===== src/rtl/adder_pipe.sv =====
// Two-stage split-carry adder/subtractor/accumulator with valid/ready handshakes on both sides.
// Latency 2 cycles from input presentation to o_valid; 1 beat/cycle; stall holds o_X/o_valid, o_ready = !v1 || !v2 || i_ready.
module adder_pipe #(
    parameter int DATA_WIDTH = 8,
    parameter int LOW_WIDTH  = DATA_WIDTH / 2,
    parameter int GUARD_BITS = 2,
    parameter bit SATURATE   = 1'b1
) (
    input  logic                               i_clk,
    input  logic                               i_rst_n,
    input  logic                               i_valid,
    output logic                               o_ready,
    input  logic [1:0]                         i_mode,
    input  logic [DATA_WIDTH-1:0]              i_A,
    input  logic [DATA_WIDTH-1:0]              i_B,
    output logic                               o_valid,
    input  logic                               i_ready,
    output logic [DATA_WIDTH+GUARD_BITS-1:0]   o_X,
    output logic                               o_ovf
);
    localparam int OUT_WIDTH  = DATA_WIDTH + GUARD_BITS;
    localparam int HIGH_WIDTH = DATA_WIDTH - LOW_WIDTH;
    localparam logic [OUT_WIDTH-1:0] ACC_MAX = '1;

    typedef enum logic [1:0] {
        MODE_ADD  = 2'b00,
        MODE_SUB  = 2'b01,
        MODE_ACC  = 2'b10,
        MODE_LOAD = 2'b11
    } mode_e;

    logic                   v1_q, v1_d;
    mode_e                  mode1_q, mode1_d;
    logic [LOW_WIDTH-1:0]   lo1_q, lo1_d;
    logic                   c1_q, c1_d;
    logic [HIGH_WIDTH-1:0]  ahi1_q, ahi1_d;
    logic [HIGH_WIDTH-1:0]  bhi1_q, bhi1_d;
    logic                   v2_q, v2_d;
    logic [OUT_WIDTH-1:0]   x2_q, x2_d;
    logic [OUT_WIDTH-1:0]   acc_q, acc_d;
    logic                   ovf_q, ovf_d;

    logic                   accept;
    logic                   adv2;
    logic                   is_sub;
    logic [DATA_WIDTH-1:0]  b_eff;
    logic [LOW_WIDTH:0]     lo_sum;
    logic [OUT_WIDTH:0]     acc_sum;
    logic [HIGH_WIDTH:0]    hi_sum;
    logic [DATA_WIDTH:0]    add_res;
    logic [DATA_WIDTH:0]    sub_res;

    assign o_ready = !v1_q || !v2_q || i_ready;
    assign accept  = i_valid && o_ready;
    assign adv2    = v1_q && (!v2_q || i_ready);
    assign o_valid = v2_q;
    assign o_X     = x2_q;
    assign o_ovf   = ovf_q;

    // Subtraction is A + ~B + 1: B is inverted here and the +1 enters as the low-half carry-in.
    always_comb begin
        is_sub  = (i_mode == MODE_SUB);
        b_eff   = is_sub ? ~i_B : i_B;
        lo_sum  = {1'b0, i_A[LOW_WIDTH-1:0]} + {1'b0, b_eff[LOW_WIDTH-1:0]}
                + {{LOW_WIDTH{1'b0}}, is_sub};
        acc_sum = {1'b0, acc_q} + (OUT_WIDTH+1)'(i_A);
        hi_sum  = {1'b0, ahi1_q} + {1'b0, bhi1_q} + {{HIGH_WIDTH{1'b0}}, c1_q};
        add_res = {hi_sum, lo1_q};
        sub_res = {~hi_sum[HIGH_WIDTH], hi_sum[HIGH_WIDTH-1:0], lo1_q};
    end

    always_comb begin
        v1_d    = v1_q;
        mode1_d = mode1_q;
        lo1_d   = lo1_q;
        c1_d    = c1_q;
        ahi1_d  = ahi1_q;
        bhi1_d  = bhi1_q;
        acc_d   = acc_q;
        ovf_d   = ovf_q;
        if (accept) begin
            v1_d    = 1'b1;
            mode1_d = mode_e'(i_mode);
            lo1_d   = lo_sum[LOW_WIDTH-1:0];
            c1_d    = lo_sum[LOW_WIDTH];
            ahi1_d  = i_A[DATA_WIDTH-1:LOW_WIDTH];
            bhi1_d  = b_eff[DATA_WIDTH-1:LOW_WIDTH];
            if (i_mode == MODE_ACC) begin
                if (acc_sum[OUT_WIDTH]) begin
                    ovf_d = 1'b1;
                    acc_d = SATURATE ? ACC_MAX : acc_sum[OUT_WIDTH-1:0];
                end else begin
                    acc_d = acc_sum[OUT_WIDTH-1:0];
                end
            end else if (i_mode == MODE_LOAD) begin
                acc_d = OUT_WIDTH'(i_A);
                ovf_d = 1'b0;
            end
        end else if (adv2) begin
            v1_d = 1'b0;
        end
    end

    // An acc/load beat in stage 1 reads acc_q directly: acc_q can only change again on a
    // later accept, and that same edge always moves the stage-1 beat into stage 2.
    always_comb begin
        v2_d = v2_q;
        x2_d = x2_q;
        if (adv2) begin
            v2_d = 1'b1;
            case (mode1_q)
                MODE_ADD: x2_d = OUT_WIDTH'(add_res);
                MODE_SUB: x2_d = OUT_WIDTH'($signed(sub_res));
                default:  x2_d = acc_q;
            endcase
        end else if (i_ready) begin
            v2_d = 1'b0;
        end
    end

    always_ff @(posedge i_clk or negedge i_rst_n) begin
        if (!i_rst_n) begin
            v1_q    <= 1'b0;
            mode1_q <= MODE_ADD;
            lo1_q   <= '0;
            c1_q    <= 1'b0;
            ahi1_q  <= '0;
            bhi1_q  <= '0;
            v2_q    <= 1'b0;
            x2_q    <= '0;
            acc_q   <= '0;
            ovf_q   <= 1'b0;
        end else begin
            v1_q    <= v1_d;
            mode1_q <= mode1_d;
            lo1_q   <= lo1_d;
            c1_q    <= c1_d;
            ahi1_q  <= ahi1_d;
            bhi1_q  <= bhi1_d;
            v2_q    <= v2_d;
            x2_q    <= x2_d;
            acc_q   <= acc_d;
            ovf_q   <= ovf_d;
        end
    end
endmodule


===== config.mk =====
export PLATFORM = sky130hd
export DESIGN_NAME = adder_pipe
export DESIGN_NICKNAME = d
export VERILOG_FILES = /design/src/rtl/adder_pipe.sv
export SDC_FILE = /design/constraint.sdc
export NUM_CORES = 1
export LEC_CHECK = 0
export BUFFER_PORTS_ARGS = -buffer_cell sky130_fd_sc_hd__buf_2
export CORE_UTILIZATION = 48
export CTS_CLUSTER_SIZE = 12
export DETAILED_ROUTE_END_ITERATION = 6
export PLACE_DENSITY_LB_ADDON = 0.12
export SLEW_MARGIN = 30
export SYNTH_ARGS = -nofsm -noshare
export SYNTH_HDL_FRONTEND = slang
export SYNTH_SLANG_ARGS = --single-unit

===== constraint.sdc =====
create_clock -name i_clk -period 2.61 [get_ports i_clk]
set_clock_uncertainty 0.2 [all_clocks]
set_input_delay 0.1305 -clock i_clk [delete_from_list [all_inputs] [get_ports i_clk]]
set_output_delay 0.1305 -clock i_clk [all_outputs]
set_load 0.1 [all_outputs]

==> impl_metrics.py <==
metrics = {
    "route": {
        "final_antenna_net_count": 0,
        "wire_per_inst_um": 14.7,
        "first_iter_violations": 105,
        "routed_wirelength_um": 4980,
        "total_via_count_in_the_routed_design": 1857,
        "drcViolationCount": 0,
        "firstDrtPassIters": 6,
        "vias_per_cell": 5.48,
    },
    "global_routing": {
        "grt_pass1_wl_um": 8530,
        "grt_pass1_vias": 1803,
        "grt_remaining_overflow": 0,
        "pin_count_of_the_biggest_net_entering_global_routing": 39,
        "grt_use_total": 0.220,
        "grt_antenna_before_repair": 0,
    },
    "power_and_ir_drop": {
        "powerDensity_nw_per_um2": 843,
        "vdd_ir_drop_max_mv": 0.387,
        "cellLeakagePower_nw": 1.31,
        "internal_pwr_total_mw": 1.27,
        "net-switching-power_mw": 1.07,
        "comb_power_share": 0.468,
        "power_frac_seq": 0.356,
        "switching_share": 0.456,
        "pwr-share-clk": 0.177,
    },
    "placed_design": {
        "dp_hpwl_um": 3620,
        "place.port_buffers": 34,
        "detailed_place.area_sq_um": 2510,
        "dp_cells": 315,
        "dp_worst_setup_slack_ns": -0.0000331,
        "gpl.final_weighted_congestion": 0.935,
    },
    "floorplan": {
        "fp.dieW_um": 70.8,
        "design.core.area_sq_um": 4440,
        "die_area_sq_um": 5020,
        "initial_utilization": 0.512,
        "io_pins": 35,
        "row_count": 24,
        "chipHeight_um": 70.8,
    },
    "clock_network": {
        "cts_buffers": 5,
        "cts_tree": "yes",
        "clk_pin_slew_worst_paths_ns": 0.07,
        "cts_htree_levels": 2,
        "clock_sinks": 38,
        "clock_root_buffer": "sky130_fd_sc_hd__clkbuf_8",
        "worst_skew_pair_latency_ns": 0.29,
        "cts-root-to-sink-buffers": 2,
    },
    "synthesis": {
        "synth-edff-count": 0,
        "yosysSeqAreaShare": 0.418,
        "synth-seq-cells": 38,
        "dominantRegCellSynth": "sky130_fd_sc_hd__dfrtp_1",
        "synth.avg_cell_area_sq_um": 9.67,
        "yosys_warnings": 0,
        "most_common_cell_in_the_netlist": "sky130_fd_sc_hd__dfrtp_1",
        "yosys.cell_types.count": 44,
        "async_reset_ff_frac": 1.00,
        "synth.area.top_cells": "sky130_fd_sc_hd__dfrtp_1 42%, sky130_fd_sc_hd__ha_1 7.7%, sky130_fd_sc_hd__o21ai_0 5.7%, sky130_fd_sc_hd__nand2_1 5.3%, sky130_fd_sc_hd__fa_1 3.5%",
        "yosysTopAreaCell": "sky130_fd_sc_hd__dfrtp_1",
        "ys_top_cells_by_count": "38 x sky130_fd_sc_hd__dfrtp_1, 32 x sky130_fd_sc_hd__nand2_1, 26 x sky130_fd_sc_hd__o21ai_0, 14 x sky130_fd_sc_hd__ha_1, 12 x sky130_fd_sc_hd__a21oi_1",
        "synth_largest_type_area_fraction": 0.418,
        "synthesis.instances": 235,
        "syn-num-nets": 275,
        "syn-cell-area_sq_um": 2270,
    },
    "sta": {
        "timing_max_transition_violations_final": 0,
        "max_slew_margin_vs_limit": 0.445,
        "tightestPinTransition_ns": 0.832,
        "timing.final.setup_violations": 0,
        "finalHoldViolations": 0,
        "fin_hold_ws_ns": 0.0123,
        "final_period_minus_worst_setup_slack_ns": 2.51,
        "timing.final.ws_setup_ns": 0.0987,
        "post-route-period-util": 0.962,
        "fmax_mhz": 398,
    },
    "setup_path": {
        "cp-end-kind": "flip-flop",
        "crit_fanout": 8,
        "worst_ep_required_time_ns": 2.57,
        "timing_worst_setup_path_type": "reg -> reg",
        "arrival_time_of_data_at_the_critical_path_endpoint_ns": 2.47,
        "timing.critical_path.from_type": "flip-flop",
    },
    "finish": {
        "sequential_cell_area_sq_um": 955,
        "flow.area_growth_from_synthesis_pct": 22.2,
        "final_area_sq_um": 2780,
        "fillCellCount": 398,
        "layout.core_utilization": 0.625,
        "multi_input_area_sq_um": 1300,
        "stdcell_count": 339,
        "diode_insertion_count_for_antenna_repair": 0,
        "drive_above_1_share": 0.195,
        "final_nets": 326,
    },
    "hold_path": {
        "hold_class": "in -> reg",
    },
    "run_status": {
        "status": "finished, final reports clean",
    },
    "run": {
        "drv_cap": 0,
    },
}
-- logic make-up after synthesis --
logic type / count (synthesis) / synth area share
adders and majority gates: 18 / 0.112
muxes: 12 / 0.0561
buffers and inverters: 14 / 0.0242
AOI/OAI and AO/OA: 74 / 0.195
xor gates and xnor gates: 15 / 0.0578
DFF: 38 / 0.418
and+or+nand+nor: 64 / 0.136
-- worst max-delay path, stage by stage (launching register included) --
cell,delay [ns]
sky130_fd_sc_hd__dfrtp_1,0.40
sky130_fd_sc_hd__ha_1,0.24
sky130_fd_sc_hd__fa_2,0.36
sky130_fd_sc_hd__a211oi_2,0.25
sky130_fd_sc_hd__nor3_1,0.08
sky130_fd_sc_hd__or4b_4,0.61
sky130_fd_sc_hd__o22ai_1,0.17
sky130_fd_sc_hd__o21ai_1,0.08
-- flip-flops by register name (all words and copies together), names as in the netlist, 2 cells and up --
signal and flops:
mode1_q 2, acc_q 10, bhi1_q 4, ahi1_q 4, o_X 10, lo1_q 4
-- metrics by stage --
| step | power [mW] | setup TNS (ns) |
|---|---|---|
| final | 2.34 | 0 |
| after global routing | 2.50 | -0.00457 |
| after CTS | 2.35 | 0 |
| after detailed placement | 1.91 | -0.0000331 |
| after global placement | 1.90 | 0 |
| after floorplan | 1.70 | -0.336 |
-- path summary, 6_finish.rpt --
check	from	to	slack [ns]	cells past startpoint
max in group asynchronous	i_rst_n	o_valid	1.32	2
hold reg to reg	o_X[2]	o_X[2]	0.27	2
hold / removal	i_A[0]	lo1_q[0]	0.01	3
min in group asynchronous	i_rst_n	bhi1_q[3]	0.28	2
setup reg to reg	acc_q[0]	acc_q[3]	0.1	7
setup / recovery	acc_q[0]	acc_q[3]	0.1	7
-- timing repair --
item	4_1_cts	5_1_grt
endpoints found under the setup margin	5	3
resized for setup	1	2
buffers inserted	0	0
pin swaps	0	1
gates cloned	0	0
endpoints found under the hold margin	57	0
hold buffers	16	0
-- cell usage in the layout (no fill, tap or decap), drive strengths merged, types with 6 or more instances in the layout --
master and n:
a21oi 12, nor3 6, xor2 6, dlygate4sd3 16, a21o 6, o22ai 7
dfrtp 38, mux2i 6, ha 14, o21ai 34, nand2 32, clkbuf 7
nor2 6, xnor2 9, mux2 6, buf 36
-- routing by layer --
metal / GRT usage / vias up / part of all wire
met3: 0.0399 / 7 / 0.032
met1: 0.299 / 870 / 0.50
met2: 0.351 / 34 / 0.46
li1: - / 946 / -
met4: 0.0800 / 0 / 0.014
met5: 0 / - / 0
-- area by class of cell --
| type | count | area share |
|---|---|---|
| Clock buffer | 7 | 0.0311 |
| Clock inverter | 1 | 0.00180 |
| Inverter | 6 | 0.00811 |
| Multi-Input combinational cell | 183 | 0.468 |
| Sequential cell | 38 | 0.344 |
| Tap cell | 52 | 0.0234 |
| Timing Repair Buffer | 52 | 0.124 |
-- power groups by stage --
| stage | Combinational, mW | Clock (mW) | Sequential, mW |
|---|---|---|---|
| after floorplan | 0.488 | 0 | 1.21 |
| after global placement | 1.06 | 0 | 0.838 |
| after detailed placement | 1.07 | 0 | 0.846 |
| after CTS | 1.09 | 0.420 | 0.834 |
| after global routing | 1.20 | 0.445 | 0.855 |
| final | 1.10 | 0.414 | 0.833 |
(Power assumes the default switching activity.)
